==> config.mk <==
export PLATFORM = sky130hd
export DESIGN_NAME = cache_line_writeback_flat
export DESIGN_NICKNAME = d
export VERILOG_FILES = /design/src/rtl/cache_line_writeback_if.sv /design/src/rtl/cache_line_writeback.sv /design/src/flat_wrapper.sv
export SDC_FILE = /design/constraint.sdc
export NUM_CORES = 1
export LEC_CHECK = 0
export BUFFER_PORTS_ARGS = -buffer_cell sky130_fd_sc_hd__clkbuf_2
export CORE_UTILIZATION = 46
export CTS_CLUSTER_SIZE = 40
export DETAILED_ROUTE_END_ITERATION = 16
export PLACE_DENSITY = 0.82
export SLEW_MARGIN = 40
export SYNTH_ARGS = -nofsm -noshare
export SYNTH_HDL_FRONTEND = slang
export SYNTH_SLANG_ARGS = --single-unit
==> constraint.sdc <==
create_clock -name i_clk -period 10 [get_ports i_clk]
set_input_delay 1.5 -clock i_clk [delete_from_list [all_inputs] [get_ports i_clk]]
set_output_delay 1.5 -clock i_clk [all_outputs]
set_load 0.005 [all_outputs]
==> src/rtl/cache_line_writeback_if.sv <==
// Evict-request and AXI4 write-channel bundle for the victim writeback engine.
interface cache_line_writeback_if #(
  parameter int unsigned ADDR_WIDTH = 32,
  parameter int unsigned DATA_WIDTH = 32,
  parameter int unsigned LINE_WORDS = 8
);

  // Evict request from the cache controller
  logic                             req_valid;
  logic                             req_ready;
  logic [ADDR_WIDTH-1:0]            req_addr;
  logic [DATA_WIDTH*LINE_WORDS-1:0] req_line;

  // Status back to the cache controller
  logic                             busy;
  logic                             done;
  logic                             err;

  // AXI4 write address channel
  logic [ADDR_WIDTH-1:0]            m_awaddr;
  logic [7:0]                       m_awlen;
  logic [2:0]                       m_awsize;
  logic [1:0]                       m_awburst;
  logic                             m_awvalid;
  logic                             m_awready;

  // AXI4 write data channel
  logic [DATA_WIDTH-1:0]            m_wdata;
  logic [DATA_WIDTH/8-1:0]          m_wstrb;
  logic                             m_wlast;
  logic                             m_wvalid;
  logic                             m_wready;

  // AXI4 write response channel
  logic [1:0]                       m_bresp;
  logic                             m_bvalid;
  logic                             m_bready;

  // Engine side: accepts evicts, masters the AXI write channels
  modport master (
    input  req_valid, req_addr, req_line,
    output req_ready, busy, done, err,
    output m_awaddr, m_awlen, m_awsize, m_awburst, m_awvalid,
    input  m_awready,
    output m_wdata, m_wstrb, m_wlast, m_wvalid,
    input  m_wready,
    input  m_bresp, m_bvalid,
    output m_bready
  );

  // Environment side: cache controller plus AXI slave
  modport slave (
    output req_valid, req_addr, req_line,
    input  req_ready, busy, done, err,
    input  m_awaddr, m_awlen, m_awsize, m_awburst, m_awvalid,
    output m_awready,
    input  m_wdata, m_wstrb, m_wlast, m_wvalid,
    output m_wready,
    output m_bresp, m_bvalid,
    input  m_bready
  );

endinterface

==> src/rtl/cache_line_writeback.sv <==
// Victim writeback engine: latches one evicted cache line and drains it as a
// single AXI4 INCR write burst (AW, then LINE_WORDS W beats, then B).
module cache_line_writeback #(
  parameter int unsigned ADDR_WIDTH = 32,
  parameter int unsigned DATA_WIDTH = 32,
  parameter int unsigned LINE_WORDS = 8
) (
  input  logic                    i_clk,
  input  logic                    i_rst,
  cache_line_writeback_if.master  bus
);

  localparam int unsigned LINE_BYTES = LINE_WORDS * DATA_WIDTH / 8;
  localparam int unsigned OFF_W      = $clog2(LINE_BYTES);
  localparam int unsigned CNT_W      = (LINE_WORDS > 1) ? $clog2(LINE_WORDS) : 1;
  localparam int unsigned LAST_BEAT  = LINE_WORDS - 1;

  typedef enum logic [1:0] {
    S_IDLE = 2'd0,
    S_AW   = 2'd1,
    S_W    = 2'd2,
    S_B    = 2'd3
  } state_t;

  state_t                r_state;
  logic [CNT_W-1:0]      r_cnt;
  logic [DATA_WIDTH-1:0] r_line [LINE_WORDS];
  logic [ADDR_WIDTH-1:0] r_awaddr;
  logic [DATA_WIDTH-1:0] r_wdata;
  logic                  r_wlast;
  logic                  r_awvalid;
  logic                  r_wvalid;
  logic                  r_bready;
  logic                  r_req_ready;
  logic                  r_busy;
  logic                  r_done;
  logic                  r_err;

  state_t                w_state_nxt;
  logic [CNT_W-1:0]      w_cnt_nxt;
  logic                  w_accept;
  logic [ADDR_WIDTH-1:0] w_awaddr_nxt;
  logic [DATA_WIDTH-1:0] w_wdata_nxt;
  logic                  w_wlast_nxt;
  logic                  w_awvalid_nxt;
  logic                  w_wvalid_nxt;
  logic                  w_bready_nxt;
  logic                  w_req_ready_nxt;
  logic                  w_busy_nxt;
  logic                  w_done_nxt;
  logic                  w_err_nxt;

  // Next-state and next-output logic; every output is registered from these
  always_comb begin
    w_state_nxt  = r_state;
    w_cnt_nxt    = r_cnt;
    w_accept     = 1'b0;
    w_awaddr_nxt = r_awaddr;
    w_done_nxt   = 1'b0;
    w_err_nxt    = 1'b0;

    case (r_state)
      S_IDLE: begin
        if (bus.req_valid && r_req_ready) begin
          w_accept     = 1'b1;
          w_cnt_nxt    = '0;
          w_awaddr_nxt = {bus.req_addr[ADDR_WIDTH-1:OFF_W], OFF_W'(0)};
          w_state_nxt  = S_AW;
        end
      end
      S_AW: begin
        if (bus.m_awready) begin
          w_state_nxt = S_W;
        end
      end
      S_W: begin
        if (bus.m_wready) begin
          if (r_cnt == CNT_W'(LAST_BEAT)) begin
            w_cnt_nxt   = '0;
            w_state_nxt = S_B;
          end else begin
            w_cnt_nxt = r_cnt + CNT_W'(1);
          end
        end
      end
      S_B: begin
        if (bus.m_bvalid) begin
          w_done_nxt  = 1'b1;
          w_err_nxt   = (bus.m_bresp != 2'b00);
          w_state_nxt = S_IDLE;
        end
      end
      default: w_state_nxt = S_IDLE;
    endcase

    w_awvalid_nxt   = (w_state_nxt == S_AW);
    w_wvalid_nxt    = (w_state_nxt == S_W);
    w_wlast_nxt     = w_wvalid_nxt && (w_cnt_nxt == CNT_W'(LAST_BEAT));
    w_wdata_nxt     = w_wvalid_nxt ? r_line[w_cnt_nxt] : r_wdata;
    w_bready_nxt    = (w_state_nxt == S_B);
    // Hold off new requests during the done cycle so accept never overlaps done
    w_req_ready_nxt = (w_state_nxt == S_IDLE) && !w_done_nxt;
    w_busy_nxt      = (w_state_nxt != S_IDLE) || w_done_nxt;
  end

  // State and registered outputs with synchronous reset
  always_ff @(posedge i_clk) begin
    if (i_rst) begin
      r_state     <= S_IDLE;
      r_cnt       <= '0;
      r_awaddr    <= '0;
      r_wdata     <= '0;
      r_wlast     <= 1'b0;
      r_awvalid   <= 1'b0;
      r_wvalid    <= 1'b0;
      r_bready    <= 1'b0;
      r_req_ready <= 1'b1;
      r_busy      <= 1'b0;
      r_done      <= 1'b0;
      r_err       <= 1'b0;
    end else begin
      r_state     <= w_state_nxt;
      r_cnt       <= w_cnt_nxt;
      r_awaddr    <= w_awaddr_nxt;
      r_wdata     <= w_wdata_nxt;
      r_wlast     <= w_wlast_nxt;
      r_awvalid   <= w_awvalid_nxt;
      r_wvalid    <= w_wvalid_nxt;
      r_bready    <= w_bready_nxt;
      r_req_ready <= w_req_ready_nxt;
      r_busy      <= w_busy_nxt;
      r_done      <= w_done_nxt;
      r_err       <= w_err_nxt;
    end
  end

  // Line buffer: captured only on accept, so later req_line changes are ignored
  always_ff @(posedge i_clk) begin
    if (w_accept) begin
      for (int unsigned k = 0; k < LINE_WORDS; k++) begin
        r_line[k] <= bus.req_line[k*DATA_WIDTH +: DATA_WIDTH];
      end
    end
  end

  assign bus.req_ready = r_req_ready;
  assign bus.busy      = r_busy;
  assign bus.done      = r_done;
  assign bus.err       = r_err;

  assign bus.m_awaddr  = r_awaddr;
  assign bus.m_awlen   = 8'(LINE_WORDS - 1);
  assign bus.m_awsize  = 3'($clog2(DATA_WIDTH / 8));
  assign bus.m_awburst = 2'b01;
  assign bus.m_awvalid = r_awvalid;

  assign bus.m_wdata   = r_wdata;
  assign bus.m_wstrb   = '1;
  assign bus.m_wlast   = r_wlast;
  assign bus.m_wvalid  = r_wvalid;

  assign bus.m_bready  = r_bready;

endmodule

==> src/flat_wrapper.sv <==
// flat-port wrapper written by rule: the top's interface ports become plain ports
module cache_line_writeback_flat 
#(
  parameter int unsigned ADDR_WIDTH = 32,
  parameter int unsigned DATA_WIDTH = 32,
  parameter int unsigned LINE_WORDS = 8
)
  (i_clk, i_rst, bus_req_valid, bus_req_addr, bus_req_line, bus_req_ready, bus_busy, bus_done, bus_err, bus_m_awaddr, bus_m_awlen, bus_m_awsize, bus_m_awburst, bus_m_awvalid, bus_m_awready, bus_m_wdata, bus_m_wstrb, bus_m_wlast, bus_m_wvalid, bus_m_wready, bus_m_bresp, bus_m_bvalid, bus_m_bready);
  cache_line_writeback_if #(.ADDR_WIDTH(ADDR_WIDTH), .DATA_WIDTH(DATA_WIDTH), .LINE_WORDS(LINE_WORDS)) bus_i ();
  input  logic i_clk;
  input  logic i_rst;
  input wire logic [$bits(bus_i.req_valid)-1:0] bus_req_valid;
  input wire logic [$bits(bus_i.req_addr)-1:0] bus_req_addr;
  input wire logic [$bits(bus_i.req_line)-1:0] bus_req_line;
  output wire logic [$bits(bus_i.req_ready)-1:0] bus_req_ready;
  output wire logic [$bits(bus_i.busy)-1:0] bus_busy;
  output wire logic [$bits(bus_i.done)-1:0] bus_done;
  output wire logic [$bits(bus_i.err)-1:0] bus_err;
  output wire logic [$bits(bus_i.m_awaddr)-1:0] bus_m_awaddr;
  output wire logic [$bits(bus_i.m_awlen)-1:0] bus_m_awlen;
  output wire logic [$bits(bus_i.m_awsize)-1:0] bus_m_awsize;
  output wire logic [$bits(bus_i.m_awburst)-1:0] bus_m_awburst;
  output wire logic [$bits(bus_i.m_awvalid)-1:0] bus_m_awvalid;
  input wire logic [$bits(bus_i.m_awready)-1:0] bus_m_awready;
  output wire logic [$bits(bus_i.m_wdata)-1:0] bus_m_wdata;
  output wire logic [$bits(bus_i.m_wstrb)-1:0] bus_m_wstrb;
  output wire logic [$bits(bus_i.m_wlast)-1:0] bus_m_wlast;
  output wire logic [$bits(bus_i.m_wvalid)-1:0] bus_m_wvalid;
  input wire logic [$bits(bus_i.m_wready)-1:0] bus_m_wready;
  input wire logic [$bits(bus_i.m_bresp)-1:0] bus_m_bresp;
  input wire logic [$bits(bus_i.m_bvalid)-1:0] bus_m_bvalid;
  output wire logic [$bits(bus_i.m_bready)-1:0] bus_m_bready;
  assign bus_i.req_valid = bus_req_valid;
  assign bus_i.req_addr = bus_req_addr;
  assign bus_i.req_line = bus_req_line;
  assign bus_req_ready = bus_i.req_ready;
  assign bus_busy = bus_i.busy;
  assign bus_done = bus_i.done;
  assign bus_err = bus_i.err;
  assign bus_m_awaddr = bus_i.m_awaddr;
  assign bus_m_awlen = bus_i.m_awlen;
  assign bus_m_awsize = bus_i.m_awsize;
  assign bus_m_awburst = bus_i.m_awburst;
  assign bus_m_awvalid = bus_i.m_awvalid;
  assign bus_i.m_awready = bus_m_awready;
  assign bus_m_wdata = bus_i.m_wdata;
  assign bus_m_wstrb = bus_i.m_wstrb;
  assign bus_m_wlast = bus_i.m_wlast;
  assign bus_m_wvalid = bus_i.m_wvalid;
  assign bus_i.m_wready = bus_m_wready;
  assign bus_i.m_bresp = bus_m_bresp;
  assign bus_i.m_bvalid = bus_m_bvalid;
  assign bus_m_bready = bus_i.m_bready;
  cache_line_writeback #(.ADDR_WIDTH(ADDR_WIDTH), .DATA_WIDTH(DATA_WIDTH), .LINE_WORDS(LINE_WORDS)) u_core (.i_clk(i_clk), .i_rst(i_rst), .bus(bus_i));
endmodule
After elaboration in Yosys (flattened, before gate mapping)
Memory sizes are Yosys's and may differ from the RTL's. A register that Yosys moved wholly into a read port is not among the register bits.
Cells that the tools add are included.
{"block": "word_totals", "ramBits": 256, "word_cells": 50, "register_bits": 40, "output_inout_bits": 89, "mem_count": 1}
{"block": "op_classes", "n_reduce_logical": 11, "muxes": 16, "addsub": 1, "eq_ne": 8, "bitwise_logic": 2}
{"memory": "u_core.r_line", "words": 8, "width": 32, "read_ports": 1, "rd_clocked_by_memory_dff": 1, "write_ports": 8, "line_no": "cache_line_writeback.sv:27", "source": "logic [DATA_WIDTH-1:0] r_line [LINE_WORDS];"}
{"cell": "$mux W2", "count": 5}
{"cell": "$mux W3", "count": 3}
{"cell": "$eq A2 B2 Y1 const B", "count": 4}
{"cell": "$pmux W2 S4", "count": 1}
{"cell": "$eq A3 B3 Y1 const B", "count": 2}
{"cell": "$mux W1", "count": 6}
{"cell": "$pmux W3 S2", "count": 1}
{"cell": "$eq A2 B1 Y1 const B", "count": 2}
{"cell": "$logic_not A2 Y1", "count": 2}
{"cell": "$reduce_bool A2 Y1", "count": 2}
{"cell": "$add A3 B1 Y3 const B", "count": 1}
{"cell": "$logic_and A1 B1 Y1", "count": 3}
{"cell": "$reduce_or A3 Y1", "count": 1}
{"cell": "$not A1 Y1", "count": 2}
{"cell": "$reduce_and A2 Y1", "count": 1}
{"cell": "$logic_not A1 Y1", "count": 1}
{"cell": "$logic_or A1 B1 Y1", "count": 1}

Longest topological paths before layout
Gate-level depths: netlist of run 1.
{"block": "depth", "word_depth": 6, "depth_mapped": 10, "mapped_depth_nobuf": 8}

Least setup slack after synthesis of run 1
OpenSTA, ideal clock, no wires.
{"block": "synth_timing", "kind": "in2reg", "startpoint": "in bus_req_valid", "endpoint": "mem u_core.r_line[0][0] (enable)", "path_stages": 4, "t_required_ns": 9.281, "setup_ns": 0.719, "arrival_ns": 9.108, "path_slack_ns": 0.173, "cell_sequence": "nand4bb_2 inv_2 clkbuf_1 buf_1"}
{"element": "start: declaration", "line_no": "flat_wrapper.sv:12", "source": "input wire logic [$bits(bus_i.req_valid)-1:0] bus_req_valid;"}
{"element": "end: declaration", "line_no": "cache_line_writeback.sv:27"}

Worst setup path after layout of run 1
{"block": "layout_timing", "startpoint": "in bus_req_valid", "endpoint": "reg u_core.r_wdata[18] (netlist: u_core.bus.m_wdata[18]) (read register of u_core.r_line)"}
{"block": "layout_via", "elab_chain_cells": 4, "word_cells_on_any_way": 6}
{"element": "$logic_and A1 B1 Y1 (*)", "line_no": "cache_line_writeback.sv:64", "source": "if (bus.req_valid && r_req_ready) begin"}
{"element": "$mux W2", "line_no": "cache_line_writeback.sv:64"}
{"element": "$pmux W2 S4", "line_no": "cache_line_writeback.sv:62", "source": "case (r_state)"}
{"element": "$eq A2 B2 Y1", "line_no": "cache_line_writeback.sv:97", "source": "w_wvalid_nxt = (w_state_nxt == S_W);"}
{"element": "end: declaration", "line_no": "cache_line_writeback.sv:29", "source": "logic [DATA_WIDTH-1:0] r_wdata;"}
Every way passes the cells marked *; elsewhere a longest branch is shown, timed or not.
A chain may end at the register's enable or synchronous reset.

==> qor.txt, run 1 <==
Endpoints failing hold -> 0
Core Area -> 26400 µm²
Layout cells sized above 1 -> 33.3%
CP Cell Sequence -> clkbuf_2 -> nand4bb_4 -> clkinv_8 -> a211oi_2 -> and2_2 -> buf_4 -> a31oi_1 -> o211ai_1 -> a22o_1
CP Capture Type -> flip-flop
Post-synth EDFFs -> 256
Setup Skew -> 16.0 ps
Post-synth top cells -> edfxtp_1, nand2_1, dfxtp_1
Crit path DAT -> 4910 ps
Max Clock Freq -> 0.224 GHz
Post-synth top area share -> 61.6%
Largest cells by area after synthesis -> edfxtp_1, dfxtp_1, nand2_1
Fin crit share -> 44.6%
Placed cells -> 1575
Starting density of the core -> 47.3%
Placer Congestion -> 0.861
TritonCTS Buffers -> 34
Max transition margin -> 46.3%
Combinational power share -> 9.9%
Hold crit path type -> reg2reg
First-pass GRT wire length -> 49.1 mm
All-Layer GR Usage -> 23.4%
Slowest cell on crit path -> and2_2
PortBufs -> 357
GRT Residual Overflow -> 0
Clk_lat worst skew -> 510 ps
Final setup viols -> 0
Final Instance Count excl. Fillers -> 1639
# DRC -> 0
Post-synthesis simple-gate area fraction -> 10.8%
Cell with the most instances after synthesis -> edfxtp_1
Worst setup path class -> in2reg
Adder-cell share of the synthesized area -> 0.201%
Sequential-to-total area share from yosys stat -> 73.2%
Largest net degree at the start of global routing -> 117
Final Max Tran Viols -> 0
Internal Power -> 2.50 mW
Slowest cell delay on critical path -> 710 ps
Initial antenna violation count -> 2
Row count -> 59
Die ar. -> 27800 µm²
CTS tree -> done
HPWL after detailed placement -> 22.2 mm
Max Cap Viol -> 0
Pre-Repair DR Iteration Count -> 5
Mux cell area share after synthesis -> 0.963%
PwrDens -> 208 nW/µm²
Initial DRC count -> 709
Leak -> 6.24 nW
Aggregate negative setup slack -> 0 ps
Final min period -> 4460 ps
Crit start category -> primary input
P&R area growth vs syn -> 25.3%
DR vias/cell -> 5.48
Post CTS Setup Buffer Count -> 0
Post-CTS Resized -> 0
Leading register cell type out of synthesis -> edfxtp_1
Hold_buf cts -> 0
Sequential power share -> 51.2%
Nets -> 1575
Mapped cell area -> 12500 µm²
XOR/XNOR Fraction of Synth Area -> 0.201%
# H-tree levels -> 2
CTS max path bufs -> 3
Via count -> 8986
Switching Share -> 23.1%
Worst-Margin Slew -> 806 ps
#FFs+latches synth -> 328
Largest area contributor in the netlist -> edfxtp_1
Clk sink count -> 328
Routed wire per std cell -> 20.2 µm
Syn avg cell area -> 13.3 µm²
Drt total wl -> 33.0 mm
Mapped Cells -> 938
Die Wd -> 167 µm
Clock share of power -> 38.9%
Largest family of logic cells by synthesized area -> simple AND/OR/NAND/NOR gates
Max IR drop VDD -> 147 µV
Unrepaired setup endpoints after global routing -> false
Die Y -> 167 µm
Outcome -> complete, no violations
Async set or reset register ratio after synthesis -> 0%
Hold WS -> 456 ps
Yosys Warn Count -> 0
Vias in the first global route -> 8870
Net Sw Power -> 0.753 mW
Detail Route Antenna Nets -> 0
Cell variety after synth -> 45
Clock transition at the registers of the reported paths -> 60 ps
FF-to-FF setup slack -> 5900 ps
Root Buffer -> clkbuf_16
CP Data Required Time -> 10440 ps
Post-synthesis compound-gate area fraction -> 10.7%
Max FO, Critical Path -> 116
I/O pin total -> 385
[cell usage in the layout (no fill, tap or decap), types with 16 or more instances in the layout]
master	Yosys	routed
clkbuf_2	0	357
and3_1	16	16
conb_1	2	22
nor2_1	42	41
o21ai_0	50	50
a32o_1	20	20
nor3_1	32	32
nand2_1	143	142
nand3_1	26	26
a22oi_1	19	19
dfxtp_1	72	72
edfxtp_1	256	256
a31oi_1	32	32
clkbuf_16	0	35
or3_1	19	19
a21oi_1	50	49
[state kept, by name, indices dropped and copies added (netlist names)]
register              cells
u_core.bus.m_wdata       32
u_core.bus.req_ready      1
u_core.bus.busy           1
u_core.r_line           256
u_core.bus.m_wlast        1
u_core.bus.err            1
u_core.r_state            2
u_core.bus.m_awvalid      1
u_core.r_cnt              3
u_core.bus.m_wvalid       1
u_core.bus.m_bready       1
u_core.bus.done           1
u_core.bus.m_awaddr      27
[area by class of cell]
| class | instances | area, µm² |
|---|---|---|
| antenna | 2 | 5.00 |
| clock buffer | 45 | 933 |
| clock inverter | 16 | 183 |
| fill | 2013 | 10700 |
| inverter | 6 | 35.0 |
| multi-input combinational | 539 | 3020 |
| sequential | 328 | 9130 |
| tap | 335 | 419 |
| timing repair buffer | 368 | 1900 |
[stage by stage]
stage | worst slack, ps | instance area (µm²) | util (%) | power, mW
6_report | 5540 | 15600 | 59.3 | 3.26
5_1_grt | 5260 | 15600 | 59.3 | 3.37
4_1_cts | 5250 | 15600 | 59.1 | 3.28
3_5_place_dp | 4720 | 14500 | 54.9 | 2.01
3_3_place_gp | 4520 | 14400 | 54.7 | 1.99
2_1_floorplan | 173 | 12500 | - | 1.90
[critical path: cells and delay by family]
kind | cells | cell delay [ps]
AOI/OAI and AO/OA | 4 | 1160
and+or+nand+nor | 2 | 1060
buffers and inverters | 3 | 1130
[power by group through the flow]
stage	Clock, mW	Sequential [mW]	Combinational [mW]
6_report	1.27	1.67	0.322
5_1_grt	1.34	1.68	0.352
4_1_cts	1.29	1.67	0.319
3_5_place_dp	0	1.69	0.317
3_3_place_gp	0	1.69	0.303
2_1_floorplan	0	1.72	0.175
[metal layers]
metal	part of all wire, %	GRT usage [%]
met5	0	0
met4	4.8	11.9
met3	7.7	5.04
met2	50	40.1
met1	38	27.8
[cell families after synthesis]
kind of cell,count (synthesis)
AOI/OAI and AO/OA,206
xor gates and xnor gates,2
adders and majority gates,2
buffers and inverters,91
DFF,328
muxes,12
other,2
and+or+nand+nor,295
[path summary, 6_finish.rpt]
check / cells after the start / start / to
max: 9 / bus_req_valid / u_core.bus.m_wdata[18]
min: 2 / u_core.bus.m_awaddr[20] / u_core.bus.m_awaddr[20]
max reg2reg: 8 / u_core.r_state[1] / u_core.bus.m_wdata[18]
min reg2reg: 2 / u_core.bus.m_awaddr[20] / u_core.bus.m_awaddr[20]
(Power assumes the default switching activity.)
==> run 2, diff against run 1 <==
Settings changed: ABC_AREA from default to 1, CORE_UTILIZATION 46 to 47.
Clock period 10 ns to 3.75 ns, I/O delays scaled along.
==> run 2 against run 1 <==
Clock skew shrank 1.1 ps. Sequential power grew to 2.7 times the previous value. Sequential share of layout area down 3.8 points. Die area rose by 6.3%. Synthesized cell count is 42% higher. Clock power grew to 2.6 times the previous value. Sequential cell count is the same. Combinational power increased to 3.5 times the previous value. Count of clock-buffer cells in the layout rose by 2. Power rose to 2.7 times the previous value. Utilization rose by 0.20 points. Largest power group unchanged. Highest routed layer unchanged.
==> qor.txt, run 2 <==
Outcome -> complete, no violations
Most used cell, CP -> nand2_1
Starting density of the core -> 48.3%
CP Data Required Time -> 4130 ps
Nets -> 1972
Yosys Warn Count -> 0
Worst Reg-to-Reg Cells -> 13
CP Cell Sequence -> ha_1 -> ha_1 -> nand4_1 -> nand2_1 -> inv_4 -> nand2_2 -> nor2_2 -> buf_4 -> nand2_1 -> nand2_1 -> inv_1 -> nand2_1 -> a21oi_1
Async set or reset register ratio after synthesis -> 0%
Max Cap Viol -> 0
Final setup viols -> 0
Clk_lat worst skew -> 500 ps
PwrDens -> 530 nW/µm²
Layout fillers -> 2282
Max reg flops -> 256
Syn avg cell area -> 10.2 µm²
Post-synth top cells -> nand2_1, edfxtp_1, nand3_1
Core Area -> 28100 µm²
Hold path start -> bus_req_line[2]
Overall power -> 8.86 mW
PortBufs -> 357
Final min period -> 2840 ps
Worst setup path class -> reg2reg
Die Wd -> 172 µm
Setup Skew -> 14.9 ps
Leak -> 7.75 nW
Hold crit path type -> in2reg
Leading cell type in the layout, fill and taps excluded -> nand2_1
Via count -> 10500
Post-synth EDFFs -> 256
TritonCTS Buffers -> 35
DR vias/cell -> 5.05
Fin crit share -> 75.9%
Endpoints failing hold -> 0
Uppermost layer routed -> met4
CTS tree -> done
Post-placement cell area -> 15600 µm²
Unrepaired setup endpoints after global routing -> false
#FFs+latches synth -> 328
HPWL after detailed placement -> 24.3 mm
Slowest cell delay on critical path -> 410 ps
Final instance area -> 16700 µm²
DR WL met2 -> 17.4 mm
Aggregate negative setup slack -> 0 ps
Worst R2R End -> u_core.bus.m_wdata[5]
Initial DRC count -> 858
M1 WL -> 13.2 mm
Clock transition at the registers of the reported paths -> 60 ps
Clk sink count -> 328
I/O pin total -> 385
Die ar. -> 29500 µm²
Placed cells -> 2015
Post CTS Setup Buffer Count -> 0
Hold_buf cts -> 0
Max IR drop VDD -> 368 µV
Max FO, Critical Path -> 49
Crit start category -> flip-flop
Root Buffer -> clkbuf_16
Placer Congestion -> 0.832
P&R area growth vs syn -> 23.2%
Slowest cell on crit path -> inv_4
Worst-Margin Slew -> 707 ps
All-Layer GR Usage -> 24.1%
Internal Power -> 6.64 mW
Pre-Repair DR Iteration Count -> 5
CTS max path bufs -> 3
Max transition margin -> 52.9%
CP Capture Type -> flip-flop
Vias in the first global route -> 9841
Final Max Tran Viols -> 0
Worst Hold End -> u_core.r_line[0][2]
Sequential power share -> 50.2%
Detail Route Antenna Nets -> 0
Mapped cell area -> 13600 µm²
Drt total wl -> 35.8 mm
Sequential-to-total area share from yosys stat -> 67.3%
First-pass GRT wire length -> 52.8 mm
# DRC -> 0
Largest area contributor in the netlist -> edfxtp_1
Most frequent cells in the layout -> nand2_1, clkbuf_2, edfxtp_1, nand3_1, inv_1
Combinational power share -> 12.6%
Initial antenna violation count -> 4
# H-tree levels -> 2
Largest net degree at the start of global routing -> 93
Crit path DAT -> 3230 ps
Hold depth -> 1
Die Y -> 172 µm
FF-to-FF setup slack -> 910 ps
Final Instance Count excl. Fillers -> 2079
Post-synth top area share -> 56.7%
Switching Share -> 25.0%
Cell with the most instances after synthesis -> nand2_1
Largest cells by area after synthesis -> edfxtp_1, nand2_1, dfxtp_1
Routed wire per std cell -> 17.2 µm
Row count -> 61
Met3 wire len -> 3.12 mm
Most flops, register -> u_core.r_line
Cell variety after synth -> 22
GRT Residual Overflow -> 0
Worst r2r src -> u_core.r_cnt[0]
Leading register cell type out of synthesis -> edfxtp_1
Mapped Cells -> 1335
Post-CTS Resized -> 0
Net Sw Power -> 2.21 mW
Max Clock Freq -> 0.351 GHz
Layout cells sized above 1 -> 26.1%
Clock share of power -> 37.2%
-- run 2: cell types whose count changed in the layout (fill, tap and decap cells not counted), sizes merged, moves of 15 or more --
cell	change
nand2	+256
inv	+139
nand3	+137
a31oi	-32
nand3b	+32
nor3	-32
nor2	+25
a32o	-20
a22oi	-19
or3	-19
and3	-16
a21oi	-15
-- run 2: worst max-delay path by stage --
stage	start	endpoint	slack, ps	cells past startpoint
after global placement	bus_req_valid	u_core.bus.m_wdata[10]	860	14
after global routing	u_core.r_cnt[0]	u_core.bus.m_wdata[30]	660	13
after CTS	u_core.r_cnt[0]	u_core.bus.m_wdata[13]	880	13
final	u_core.r_cnt[0]	u_core.bus.m_wdata[5]	910	13
after floorplan	bus_req_valid	u_core.r_line[0][0]	470	6
after detailed placement	bus_req_valid	u_core.bus.m_wdata[13]	850	13
-- run 2: power groups by stage --
| stage | registers, mW | logic [mW] | clock network, mW |
|---|---|---|---|
| floorplan | 4.51 | 0.644 | 0 |
| global placement | 4.50 | 1.09 | 0 |
| detailed placement | 4.51 | 1.12 | 0 |
| CTS | 4.44 | 1.12 | 3.34 |
| global route | 4.47 | 1.26 | 3.47 |
| finish | 4.44 | 1.12 | 3.30 |
-- run 2: routing by layer --
metal	track usage (%)	vias up
li1	-	5015
met3	5.71	103
met1	27.4	4821
met5	0	-
met2	41.1	551
met4	14.8	0
-- run 2: cell type report --
cell class,count,area [µm²],area share [%]
inverter,144,553,3.31
multi-input combinational,786,3470,20.8
tap,378,473,2.83
sequential,328,9130,54.6
clock inverter,12,90.1,0.539
antenna,5,12.5,0.0749
clock buffer,47,993,5.95
timing repair buffer,379,1990,11.9
-- run 2: cells by family (layout without fill, tap and decap cells) --
kind of cell / Yosys count / count (layout) / share of synthesized area (%)
AO/OA/AOI/OAI: 95 / 95 / 3.53
adder cells (fa/ha/maj): 2 / 2 / 0.185
buffers and inverters: 241 / 582 / 7.82
flip-flops: 328 / 328 / 67.3
other: 2 / 27 / 0.0554
AND/OR/NAND/NOR: 667 / 667 / 21.1
-- run 2: worst max-delay path: cells and delay by family, from the launching register on --
family                     cells  cell delay, ps
AOI/OAI and AO/OA              1              70
adders and majority gates      2             370
buffers and inverters          3             860
DFF                            1             320
and+or+nand+nor                7            1090
-- run 2: per-stage QoR --
stage	hold slack, ps	worst slack, ps	utilization, %
after floorplan	480	466	-
after global placement	464	863	55.6
after detailed placement	477	846	55.6
after CTS	206	876	59.4
after global routing	206	663	59.5
final	225	905	59.5
